--- src/rtl/switch_debouncer.sv ---
// -----------------------------------------------------------------------------
// switch_debouncer
//
// Synchronises and debounces the board slide switches. It presents a clean,
// zero-extended 24-bit display word for the seven-segment DisplayController.
// It also emits a one-cycle strobe whenever the debounced value changes, so
// downstream logic can latch switch events without polling.
//
// Parameters:
//   WIDTH          number of switch inputs debounced (1..24)
//   STABLE_CYCLES  consecutive cycles a synchronised input must differ from
//                  its accepted value before it is accepted (>= 2)
//
// Ports:
//   clk           system clock
//   rst           synchronous, active-high reset
//   sw_raw        asynchronous switch inputs
//   sw_stable     debounced switch value
//   sw_changed    one-cycle pulse in the cycle sw_stable takes a new value
//   display_data  display word: zero-extended sw_stable
//
// Optional feature, enabled by defining SWITCH_DEBOUNCE_CHANGE_COUNT_EN:
//   An 8-bit wrapping count of sw_changed pulses is placed in
//   display_data[23:16], and display_data[15:0] carries sw_stable.
//   WIDTH must then be 16 or less.
// -----------------------------------------------------------------------------
module switch_debouncer #(
  parameter int WIDTH         = 5,
  parameter int STABLE_CYCLES = 500000
) (
  input  logic             clk,
  input  logic             rst,
  input  logic [WIDTH-1:0] sw_raw,
  output logic [WIDTH-1:0] sw_stable,
  output logic             sw_changed,
  output logic [23:0]      display_data
);

  // The counter only ever holds 0..STABLE_CYCLES-1, so clog2 bits suffice.
  localparam int            CW = (STABLE_CYCLES > 1) ? $clog2(STABLE_CYCLES) : 1;
  localparam logic [CW-1:0] TC = CW'(STABLE_CYCLES - 1);

  logic [WIDTH-1:0] sync1;
  logic [WIDTH-1:0] sync2;
  logic [WIDTH-1:0] stable_nxt;
  logic [CW-1:0]    cnt     [WIDTH];
  logic [CW-1:0]    cnt_nxt [WIDTH];

  // Per-bit debounce decision. Any sample matching the accepted level
  // restarts the count. The terminal compare fires before the counter can
  // wrap, and it also clears the counter for the next change.
  always_comb begin
    stable_nxt = sw_stable;
    for (int i = 0; i < WIDTH; i++) begin
      cnt_nxt[i] = '0;
      if (sync2[i] != sw_stable[i]) begin
        if (cnt[i] == TC) begin
          stable_nxt[i] = sync2[i];
        end else begin
          cnt_nxt[i] = cnt[i] + CW'(1);
        end
      end
    end
  end

  always_ff @(posedge clk) begin
    if (rst) begin
      sync1      <= '0;
      sync2      <= '0;
      sw_stable  <= '0;
      sw_changed <= 1'b0;
      for (int i = 0; i < WIDTH; i++) begin
        cnt[i] <= '0;
      end
    end else begin
      sync1      <= sw_raw;
      sync2      <= sync1;
      sw_stable  <= stable_nxt;
      // The strobe is registered on the same edge as the new value, so it
      // is high exactly in the cycle where sw_stable first shows the change.
      sw_changed <= (stable_nxt != sw_stable);
      for (int i = 0; i < WIDTH; i++) begin
        cnt[i] <= cnt_nxt[i];
      end
    end
  end

`ifdef SWITCH_DEBOUNCE_CHANGE_COUNT_EN
  logic [7:0] change_count;

  always_ff @(posedge clk) begin
    if (rst) begin
      change_count <= 8'h00;
    end else if (sw_changed) begin
      change_count <= change_count + 8'h01;
    end
  end

  assign display_data = {change_count, 16'(sw_stable)};
`else
  assign display_data = 24'(sw_stable);
`endif

endmodule

--- config.mk ---
export PLATFORM = sky130hd
export DESIGN_NAME = switch_debouncer
export DESIGN_NICKNAME = d
export VERILOG_FILES = /design/src/rtl/switch_debouncer.sv
export SDC_FILE = /design/constraint.sdc
export NUM_CORES = 1
export LEC_CHECK = 0
export ABC_CLOCK_PERIOD_IN_PS = 1950
export CAP_MARGIN = 5
export CORE_MARGIN = 2
export CORE_UTILIZATION = 53
export DETAILED_ROUTE_END_ITERATION = 8
export GPL_TIMING_DRIVEN = 0
export PLACE_DENSITY = 0.84
export SLEW_MARGIN = 20
export SYNTH_ARGS = -nofsm -noshare
export SYNTH_HDL_FRONTEND = slang
export SYNTH_SLANG_ARGS = --single-unit
--- constraint.sdc ---
create_clock -name clk -period 1.95 [get_ports clk]
set_input_delay 0.585 -clock clk [delete_from_list [all_inputs] [get_ports clk]]
set_output_delay 0.585 -clock clk [all_outputs]
set_load 0.05 [all_outputs]
==> results of run 1 <==
## flip-flops by register name (all words and copies together) (netlist names)
| register | cells |
|---|---|
| sw_changed | 1 |
| sync2 | 5 |
| sw_stable | 5 |
| sync1 | 5 |
| cnt | 95 |
## logic make-up after synthesis
group	Yosys count	share of synthesized area [%]
flops	111	43.8
other cells	1	0.0738
buf+inv	60	6.50
simple gates	267	28.7
compound gates	86	10.1
fa+ha+maj	5	1.23
xor+xnor	56	9.66
## layer usage
metal	track usage (%)	vias to the layer above	wire, um
met5	0	-	0
met4	10.4	0	274
met3	2.80	26	434
met2	36.2	108	5310
met1	26.2	1998	4660
li1	-	2153	-
## cell type report
class	count	share of cell area (%)
repair buffers	37	5.52
multi-input cells	433	45.1
clock inverters	6	1.15
clock buffers	10	2.31
flip-flops and latches	111	37.6
plain buffers	39	4.59
well taps	129	2.71
inverters	17	1.07
## worst max-delay path: cells and delay by family, from the launching register on
| family | cells | cell delay (ns) |
|---|---|---|
| compound gates | 1 | 0.26 |
| buf+inv | 1 | 0.16 |
| flops | 1 | 0.36 |
| simple gates | 3 | 1.04 |
## stage by stage
stage / hold slack (ns) / utilization, % / total power, mW
5_1_grt: 0.458 / 64.2 / 4.02
6_report: 0.444 / 64.2 / 3.88
2_1_floorplan: 0.413 / - / 2.48
3_3_place_gp: 0.422 / 59.0 / 2.50
4_1_cts: 0.447 / 62.6 / 3.89
3_5_place_dp: 0.428 / 59.0 / 2.51
## placed cells by master (no fill, tap or decap), types with 5 or more instances in the layout
master,n
dfxtp_1,100
nor2_1,67
buf_4,43
a21oi_1,35
nand2_1,31
xor2_1,31
nand3_1,30
nand4_1,27
xnor2_1,25
o21ai_0,24
or3_1,22
conb_1,19
inv_1,17
or4_1,16
o31ai_1,13
and3_1,10
nor3_1,10
nor2b_1,10
clkbuf_8,10
clkbuf_1,9
dfxtp_2,9
buf_6,7
and4_1,7
clkdlybuf4s50_1,6
and2_1,5
nor4_1,5
clkdlybuf4s15_2,5
## what timing repair did
| item | in CTS | in global routing |
|---|---|---|
| pin swaps | 7 | 9 |
| buffers inserted | 8 | 11 |
| endpoints found under the setup margin | 71 | 72 |
| gates cloned | 1 | 0 |
| endpoints found under the hold margin | 0 | 0 |
| resized for setup | 40 | 34 |
## worst paths after layout
check	start	to	slack, ns	cells past startpoint
setup reg to reg	cnt[0][64]	cnt[0][69]	0.02	5
hold / removal	sync1[1]	sync2[1]	0.44	1
setup / recovery	cnt[0][64]	cnt[0][69]	0.02	5
hold reg to reg	sync1[1]	sync2[1]	0.44	1
## power groups by stage
stage	logic [mW]	registers (mW)	clock network [mW]
floorplan	0.145	2.34	0
global placement	0.168	2.34	0
global route	0.198	2.29	1.54
detailed placement	0.169	2.34	0
finish	0.184	2.28	1.41
CTS	0.177	2.29	1.43
==> flow_metrics.tcl, run 1 <==
set metrics [dict create \
    ioPinCount 37 \
    outcome "completed" \
    setup_tns_ns 0 \
    syn_inst 586 \
    path_cells "or4b_4 -> or4_4 -> o21ai_4 -> buf_6 -> nor2_1" \
    dp_hpwl_um 7210 \
    hold_viol 0 \
    rsz0062_at_grt "yes" \
    cp-end-kind "flip-flop" \
    cts_max_level 3 \
    cp.arrival_ns 2.20 \
    start_util_pct 54.7 \
    root_buffer "clkbuf_8" \
    cts_hold_buf 0 \
    max_stage_delay_ns 0.53 \
    final_cell_count_no_fill 782 \
    synthFlopType "dfxtp_1" \
    cts_tree "done" \
    numCtsBuffers 9 \
    synth_cell_types 47 \
    cp.required_ns 2.22 \
    first_iter_violations 187 \
    hold_class "reg2reg" \
    slew_headroom_pct 64.5 \
    finalNetCount 660 \
    synthArstFlopShare_pct 0 \
    overflow 0 \
    power_switching_mw 0.902 \
    clkLatencyLatePin_ns 0.38 \
    die_h_um 102 \
    fin_ws_ns 0.0195 \
    numClockSinks 111 \
    worst_pin_slew_ns 0.526 \
    area_delta_synth_final_pct 17.4 \
    die_area_sq_mm 0.0104 \
    clock_skew_ns 0.0142 \
    grt_max_degree 19 \
    min_period_ns 1.93 \
    leakage_nw 1.93 \
    cap_violations 0 \
    vias 4285 \
    grt_pass1_vias 3998 \
    first_pass_iters 4 \
    switching_share_pct 23.3 \
    pre_cts_slack_ns -0.407 \
    globalplace.congestion 0.814 \
    final_area_sq_mm 0.00596 \
    synth.top_cells.by_count "dfxtp_1 (111), nor2_1 (70), a21oi_1 (38)" \
    portBuffers 17 \
    clock.fmax_ghz 0.518 \
    ff_latch_area_sq_mm 0.00224 \
    multiInputGateArea_sq_mm 0.00269 \
    die_w_um 102 \
    yosys-top-cells-area "dfxtp_1 (44%), xor2_1 (5.3%), nor2_1 (5.2%)" \
    internal_power_mw 2.97 \
    wirelength_um 10700 \
    dp.cells 750 \
    setup_viol 0 \
    path_clk_slew_ns 0.10 \
    p_per_area_mw_per_mm2 650 \
    placed_cell_area_sq_mm 0.00548 \
    grt_usage_pct 21.1 \
    yosysMostFrequentCell "dfxtp_1" \
    worstSetupPathType "reg2reg" \
    antenna_left 0 \
    drc_errors 0 \
    core.rowCount 35 \
    synth_edf_count 0 \
    combinationalPowerShare_pct 4.8 \
    netlist_area_sq_mm 0.00508 \
    drive_above_1_share_pct 16.7 \
    coreArea_sq_mm 0.00928 \
    antenna_found_initial 0 \
    ir_worst_vdd_mv 0.451 \
    clk_path_buf_depth 2 \
    avgSynthCellArea_sq_um 8.67 \
    wl_per_cell_um 13.6 \
    yosys.area.top_type "dfxtp_1" \
    cp_slowest_cell "or4b_4" \
    synth_top_area_share_pct 43.8 \
    critPathLaunchType "flip-flop" \
    n_antenna_cell 0 \
    vias_per_cell 5.48 \
    fillers 748 \
    yosys_register_bits 111 \
    yosysWarningCount 0 \
    period_share_pct 99.0 \
    seqPwrFrac_pct 58.9 \
    cp_max_fo 6 \
    slew_violations 0 \
    grt_first_pass_wirelength_um 17800 \
    synth_seq_area_share_pct 43.8 \
    p_clk_share_pct 36.3 \
]
Note: power is estimated with default switching activity, not from simulation.
==> inputs of run 2 (changes only) <==
--- a/config.mk
+++ b/config.mk
@@ -5,6 +5,7 @@
 export SDC_FILE = /design/constraint.sdc
 export NUM_CORES = 1
 export LEC_CHECK = 0
+export ABC_AREA = 0
 export ABC_CLOCK_PERIOD_IN_PS = 1950
 export CAP_MARGIN = 5
 export CORE_MARGIN = 2
==> results of run 2 <==
Final layout, timing and power as in run 1 (identical DEF).
==> inputs of run 3 (changes only) <==
--- a/config.mk
+++ b/config.mk
@@ -8,6 +8,7 @@
 export ABC_AREA = 0
 export ABC_CLOCK_PERIOD_IN_PS = 1950
 export CAP_MARGIN = 5
+export CORE_ASPECT_RATIO = 1.4
 export CORE_MARGIN = 2
 export CORE_UTILIZATION = 53
 export DETAILED_ROUTE_END_ITERATION = 8
@@ -17,3 +18,4 @@
 export SYNTH_ARGS = -nofsm -noshare
 export SYNTH_HDL_FRONTEND = slang
 export SYNTH_SLANG_ARGS = --single-unit
+export TNS_END_PERCENT = 10
==> run 3 against run 2 <==
  * The flow now finishes with violations (setup timing)
  * Clock power rose by 30%
  * Critical path depth unchanged
  * Final cell count fell by 3.3%
  * Clock skew fell by 0.0078 ns
  * Sequential share of layout area increased by 0.074 points
  * Largest cell class unchanged
  * Highest routed layer unchanged
==> flow_metrics.tcl, run 3 (synthesis gave the netlist of run 1 again) <==
set metrics [dict create \
    outcome "complete, but fails checks" \
    violations "setup timing" \
    final_cell_count_no_fill 756 \
    cp_slowest_cell "or4b_4" \
    min_period_ns 1.98 \
    die_h_um 120 \
    max_stage_delay_ns 0.55 \
    dp.cells 731 \
    cp.arrival_ns 2.22 \
    reg2reg_depth 5 \
    antenna_found_initial 0 \
    globalplace.congestion 0.826 \
    vias 4356 \
    fillers 770 \
    ir_worst_vdd_mv 0.535 \
    power_mw 4.30 \
    layout_commonest_cell "dfxtp_1" \
    grt_first_pass_wirelength_um 17400 \
    power_switching_mw 0.938 \
    path_buf_inv 1 \
    hold_start "cnt[0][0]" \
    wl_per_cell_um 14.0 \
    cp-end-kind "flip-flop" \
    numCtsBuffers 9 \
    top_register "cnt" \
    cp.required_ns 2.19 \
    setup_tns_ns -0.239 \
    drc_errors 0 \
    drive_above_1_share_pct 15.3 \
    die_area_sq_mm 0.0104 \
    clkLatencyLatePin_ns 0.35 \
    internal_power_mw 3.37 \
    cpLargestDelayFamily "simple AND/OR/NAND/NOR gates" \
    min_path_cells 1 \
    coreArea_sq_mm 0.00941 \
    hold_viol 0 \
    fin_ws_ns -0.0286 \
    clk_path_buf_depth 2 \
    worstHoldEndpoint "cnt[0][0]" \
    cp_max_fo 10 \
    clock.fmax_ghz 0.505 \
    combinationalPowerShare_pct 4.2 \
    cap_violations 0 \
    numClockSinks 111 \
    ioPinCount 37 \
    final_util_pct 63.2 \
    die_w_um 86.7 \
    cts_max_level 3 \
    vias_per_cell 5.76 \
    r2r_slack_ns -0.03 \
    grt_usage_pct 20.7 \
    wirelength_um 10600 \
    cts_tree "done" \
    final_cell_mix "dfxtp_1 (99), nor2_1 (70), a21oi_1 (38), buf_4 (38), xor2_1 (31)" \
    antenna_left 0 \
    p_per_area_mw_per_mm2 723 \
    clock_skew_ns 0.00638 \
    first_iter_violations 215 \
    grt_max_degree 18 \
    seqPwrFrac_pct 53.1 \
    core.rowCount 42 \
    largest_reg_flops 95 \
    ff_latch_area_sq_mm 0.00224 \
    first_pass_iters 5 \
    grt_pass1_vias 3999 \
    multiInputGateArea_sq_mm 0.00268 \
    hold_class "reg2reg" \
    portBuffers 17 \
    start_util_pct 54.0 \
    rr_endpoint "cnt[0][64]" \
    worstSetupPathType "reg2reg" \
    path_cells "or4b_4 -> or4_4 -> o21ai_4 -> buf_6 -> nor2_1" \
    finalNetCount 653 \
    slew_headroom_pct 63.6 \
    leakage_nw 1.94 \
    setup_viol 11 \
    critPathLaunchType "flip-flop" \
    worst_pin_slew_ns 0.542 \
    overflow 0 \
    rsz0062_at_grt "yes" \
    regToRegStartpoint "cnt[0][64]" \
    root_buffer "clkbuf_16" \
    p_clk_share_pct 42.7 \
    area_delta_synth_final_pct 17.1 \
    period_share_pct 101 \
    slew_violations 0 \
    path_clk_slew_ns 0.07 \
    dp_hpwl_um 7240 \
    switching_share_pct 21.8 \
    n_antenna_cell 0 \
]
-- run 3: what timing repair did --
action,4_1_cts,5_1_grt
hold buffers,0,0
pin swaps,7,6
gates resized for setup,46,19
endpoints found under the setup margin,72,71
setup buffers,0,10
-- run 3: final cells by class --
class | count | share of cell area [%]
tap | 110 | 2.31
clock buffer | 11 | 4.08
multi-input combinational | 433 | 45.0
inverter | 17 | 1.07
timing repair buffer | 27 | 3.93
sequential | 111 | 37.6
clock inverter | 5 | 0.967
buffer | 42 | 4.94
-- run 3: through the flow --
step                      hold WS (ns)  setup WS (ns)  instance area (sq um)
final                            0.445        -0.0286                   5950
after global routing             0.471        -0.0903                   5950
after CTS                        0.451        -0.0474                   5850
after detailed placement         0.431         -0.396                   5450
after global placement           0.424         -0.343                   5450
after floorplan                  0.413         0.0480                   5150
-- run 3: per-layer routing --
metal  wire length [um]  GRT usage (%)
met2               5650           37.2
met1               4240           23.2
met3                507           4.54
met4                214           8.11
met5                  0              0
-- run 3: worst max path at each step --
stage,from,to,slack (ns),cells past startpoint
6_report,cnt[0][64],cnt[0][64],-0.03,5
4_1_cts,cnt[0][64],cnt[0][67],-0.05,5
3_3_place_gp,rst,cnt[0][47],-0.34,5
5_1_grt,cnt[0][64],cnt[0][68],-0.09,5
3_5_place_dp,rst,cnt[0][49],-0.40,5
2_1_floorplan,cnt[0][33],cnt[0][27],0.05,6
-- run 3: power by group through the flow --
| stage | combinational (mW) | sequential (mW) | clock (mW) |
|---|---|---|---|
| 2_1_floorplan | 0.145 | 2.34 | 0 |
| 3_3_place_gp | 0.169 | 2.34 | 0 |
| 3_5_place_dp | 0.170 | 2.34 | 0 |
| 4_1_cts | 0.175 | 2.28 | 1.87 |
| 5_1_grt | 0.191 | 2.28 | 1.95 |
| 6_report | 0.181 | 2.28 | 1.84 |
==> edit 1 (flow settings as in run 1) <==
The parameter `WIDTH` goes from 5 to 10.
--- a/src/rtl/switch_debouncer.sv
+++ b/src/rtl/switch_debouncer.sv
@@ -26,5 +26,5 @@
 // -----------------------------------------------------------------------------
 module switch_debouncer #(
-  parameter int WIDTH         = 5,
+  parameter int WIDTH         = 10,
   parameter int STABLE_CYCLES = 500000
 ) (
Ports: changed (resized sw_raw and sw_stable); port bits go from 37 to 47. No check against the original RTL was run, so the function may have changed too.
==> edit 1 against run 1 <==
- final cell count rose by 81%
- clock skew rose by 6.2 ps
- combinational power rose by 11%
- sequential cell count rose by 110
- global-route usage fell by 2.6 points
- area after synthesis rose by 91%
- largest power group unchanged
- cell area rose by 88%
- largest cell class unchanged
- total power rose by 140%
- worst hold slack got worse by 11 ps
- worst setup slack improved by 21 ps
- via count rose by 72%
- routed wire length rose by 70%
==> edit 1: results (changes against run 1) <==
clocking:
  ctsHtreeMaxLevel: 1  # -2
  cts_buffer_depth: 3  # +1
  cts_made_buffers: 23  # +14
  ctsResizeCount: 90  # +130%
  post_cts_buffers: 1  # -7
  cts-root-buf: "clkbuf_16"
place:
  gp_congestion: 0.859  # +5.6%
  dp_cells: 1372  # +83%
  dpl_cell_area_um2: 10300  # +89%
  dpl.hpwl_mm: 12.5  # +73%
  port_buffers: 32  # +15
  dpl_worst_slack_ps: -612  # -205 ps
logic_synthesis:
  yosys_most_used_dff: "dfxtp_1"
  synthAdderAreaFrac_pct: 1.29  # +0.061 points
  synth-xor-area-share_pct: 16.3  # +6.6 points
  synthTopCellsByCount: "240 x nor2_1, 221 x dfxtp_1, 118 x xnor2_1, 77 x nand2_1, 64 x nand3_1"
  ys_top_cells_by_area: "dfxtp_1 46%, xnor2_1 11%, nor2_1 9.3%"
  synth_mux_area_share_pct: 0.310  # +0.31 points
  synth_compound_area_share_pct: 1.19  # -8.9 points
  synth_cell_type_count: 48  # +2.1%
  ys_seq_area_share_pct: 45.7  # +1.9 points
  syn_inst: 1098  # +87%
final_layout:
  drive_gt1_share_pct: 11.9  # -4.8 points
  num-nets-final: 1190  # +80%
  nFillCells: 1441  # +93%
  largest_reg_flops: 190  # +100%
  multi_input_area_um2: 4950  # +84%
timing:
  holdWs_ps: 433  # -11.5 ps
  skew_ps: 20.4  # +6.18 ps
  setup_ws_ps: 40.2  # +20.8 ps
  tightest_slew_ps: 776  # +251 ps
global_route:
  met3_usage_pct: 3.21  # +0.41 points
  met2_usage_pct: 31.6  # -4.7 points
  grt_max_degree: 20  # +1
  track_usage_pct: 18.5  # -2.6 points
  use_met1_pct: 24.3  # -2.0 points
  grt_pass1_vias: 6932  # +73%
critical_path:
  critPathSlowestCell: "dfxtp_1"
  crit_fanout: 4  # -2
  critPathCapture: "display_data[4]"
  r2r_start: "cnt[6][0]"
  cpPeakStageDelay_ps: 410  # -120 ps
  timing.rr.end: "cnt[6][16]"
  arrival_ps: 1320  # -880 ps
routing:
  drt_first_pass_iters: 5  # +1
  viasPerCell: 5.22  # -4.7%
  wl_per_cell_um: 12.9  # -5.8%
  wl_met1_mm: 8.24  # +77%
  wl_met2_mm: 8.75  # +65%
  wl_mm: 18.2  # +70%
  wl_met3_um: 789  # +82%
  drtIter0Drc: 405  # +120%
pwr:
  internal_power_mw: 7.37  # +150%
  peakVddDrop_mv: 0.643  # +42%
  p_leak_nw: 3.62  # +87%
min_path:
  hold_end: "sync2[1]"
outcome:
  status: "finished, final reports clean"
edit 1: changes by cell type after synthesis, moves of 19 or more:
cell | before | now
xor2_1 | 31 | 62
nand2_1 | 31 | 77
xnor2_1 | 25 | 118
nor2_1 | 70 | 240
nand3_1 | 31 | 64
a21oi_1 | 38 | 8
dfxtp_1 | 111 | 221
nor3_1 | 10 | 29
edit 1: layout make-up:
type	instances	area share (%)
inverter	28	0.939
buffer	48	3.19
clock buffer	33	5.93
sequential	221	39.5
clock inverter	8	1.08
multi-input combinational	811	44.3
timing repair buffer	35	2.50
tap	229	2.56
edit 1: power by group through the flow:
stage | combinational, mW | sequential, mW | clock, mW
after floorplan | 0.154 | 4.65 | 0
after global placement | 0.200 | 4.65 | 0
final | 0.205 | 4.55 | 4.51
after detailed placement | 0.203 | 4.65 | 0
after CTS | 0.204 | 4.55 | 4.57
after global routing | 0.222 | 4.55 | 4.79
==> edit 2 (flow settings as in run 1) <==
Made on the original files. Put a register stage on the output `display_data`, with the module's reset. The value now appears one clock later. The other outputs are not delayed to match.
--- a/src/rtl/switch_debouncer.sv
+++ b/src/rtl/switch_debouncer.sv
@@ -99,5 +99,11 @@
   assign display_data = {change_count, 16'(sw_stable)};
 `else
-  assign display_data = 24'(sw_stable);
+  always_ff @(posedge clk) begin
+    if (rst) begin
+      display_data <= '0;
+    end else begin
+      display_data <= 24'(sw_stable);
+    end
+  end
 `endif
 
Check against the original RTL: no difference found for any inputs over 10 cycles, from zero or initial values and one cycle with rst high; that may be too few to reach the edited logic, so the function may still have changed.
==> edit 2 against run 1 <==
- total power up 59%
- utilization up 2.2 points
- count of clock-buffer cells in the layout rose by 15
- sequential cell count is 5 higher
- cell area grew 7.9%
- clock power grew to 2.6 times the old value
- worst setup slack better by 25 ps
- sequential power is 5% higher
- routed wire length grew 6.8%
- via count increased by 4.9%
- area after synthesis rose by 3.5%
- critical endpoint is now sw_stable[0]
==> edit 2: results (changes against run 1) <==
outcome:
  status: "finished, final reports clean"
logic_synthesis:
  synth_mux_area_share_pct: 0  # unchanged
  synth_cell_type_count: 51  # +8.5%
  ys_async_sr_fraction_pct: 0  # unchanged
  synthAdderAreaFrac_pct: 1.19  # -0.041 points
  ys_seq_area_share_pct: 44.2  # +0.44 points
  synth-xor-area-share_pct: 10.2  # +0.51 points
  syn_avg_cell_area_um2: 8.80  # +1.6%
  ys_top_cells_by_area: "dfxtp_1 44%, xor2_1 7.0%, nor2_1 5.3%"
  synth_compound_area_share_pct: 8.71  # -1.4 points
  synthTopCellsByCount: "116 x dfxtp_1, 74 x nor2_1, 48 x nand3_1, 42 x xor2_1, 33 x a21oi_1"
critical_path:
  crit_fanout: 4  # -2
  reg2reg_depth: 6  # +1
  critPathSlowestCell: "dfxtp_1"
  cpPeakStageDelay_ps: 410  # -120 ps
  arrival_ps: 1320  # -880 ps
  crit_family: "flip-flops"
final_layout:
  largest_reg_flops: 95  # unchanged
  stdcell_count: 799  # +2.2%
  nFillCells: 729  # -2.5%
  num-nets-final: 665  # +0.76%
  drive_gt1_share_pct: 14.1  # -2.6 points
routing:
  wl_met3_um: 511  # +18%
  drt_first_pass_iters: 5  # +1
  viasPerCell: 5.63  # +2.7%
  highest_layer: "met4"
  wl_met2_mm: 5.82  # +9.8%
  wl_met1_mm: 4.84  # +3.8%
  wl_per_cell_um: 14.3  # +4.5%
  drtIter0Drc: 231  # +24%
place:
  dp_cells: 764  # +1.9%
  gp_congestion: 0.893  # +9.7%
  port_buffers: 16  # -1
  dpl.hpwl_mm: 7.39  # +2.6%
pwr:
  p_leak_nw: 2.16  # +12%
  internal_power_mw: 5.01  # +69%
  peakVddDrop_mv: 0.684  # +52%
global_route:
  grt_max_degree: 17  # -2
  grt_pass1_vias: 4349  # +8.8%
  grt_pass1_wl_mm: 19.4  # +8.8%
  track_usage_pct: 21.9  # +0.73 points
clocking:
  cts_made_buffers: 17  # +8
  clkLatencyLatePin_ps: 510  # +130 ps
  cts-root-buf: "clkbuf_8"
  clk_pin_slew_ps: 60  # -40 ps
  ctsHtreeMaxLevel: 4  # +1
timing:
  relSlewSlack_pct: 63.5  # -0.96 points
  skew_ps: 7.80  # -6.37 ps
min_path:
  min_path_type: "flip-flop to flip-flop"
## edit 2: cell types whose count changed after synthesis, moves of 5 or more
cell     change
nand3_1     +17
or3_1       -13
o21ai_0     -11
xor2_1      +11
nand4_1      -6
xnor2_1      -6
a21oi_1      -5
and3_1       +5
buf_4        -5
dfxtp_1      +5
inv_1        -5
nor2b_1      +5
nor4_1       +5
## edit 2: what timing repair did
action | in CTS | in global routing
endpoints found under the setup margin | 42 | 50
pin swaps | 0 | 1
buffers inserted | 0 | 3
gates resized for setup | 32 | 21
## edit 2: kinds of logic after synthesis
logic type                 after synthesis
DFF                                    116
adders and majority gates                5
xor gates and xnor gates                61
buffers and inverters                   50
AOI/OAI and AO/OA                       74
and+or+nand+nor                        290
other                                    1
## edit 2: power groups by stage
stage / Sequential [mW] / Clock, mW / Combinational, mW
2_1_floorplan: 2.44 / 0 / 0.147
3_3_place_gp: 2.44 / 0 / 0.167
3_5_place_dp: 2.44 / 0 / 0.168
4_1_cts: 2.39 / 3.64 / 0.171
5_1_grt: 2.39 / 3.73 / 0.188
6_report: 2.39 / 3.60 / 0.176
## edit 2: through the flow
step	util [%]	setup WS [ps]	instance area, µm²
2_1_floorplan	-	217	5320
3_3_place_gp	58.3	-72.4	5650
3_5_place_dp	58.3	-111	5650
4_1_cts	65.9	0.711	6380
5_1_grt	66.5	-21.1	6440
6_report	66.5	44.9	6440
## edit 2: cell type report
type	count	area [µm²]	area share [%]
buffer	38	235	3.65
clock buffer	25	514	7.99
clock inverter	7	188	2.92
inverter	12	45.0	0.700
multi-input combinational	449	2790	43.4
sequential	116	2320	36.1
tap	133	166	2.59
timing repair buffer	19	171	2.66
## edit 2: final timing paths
path | slack [ps] | to | from
setup / recovery | 40 | sw_stable[0] | sw_stable[0]
hold / removal | 430 | sync2[0] | sync1[0]
setup reg to reg | 70 | sw_changed | cnt[0][57]
hold reg to reg | 430 | sync2[0] | sync1[0]
## edit 2: layer usage
layer / GRT usage (%) / vias up
li1: - / 2211
met1: 25.4 / 2118
met2: 38.1 / 141
met3: 5.85 / 26
met4: 9.17 / 0
met5: 0 / -
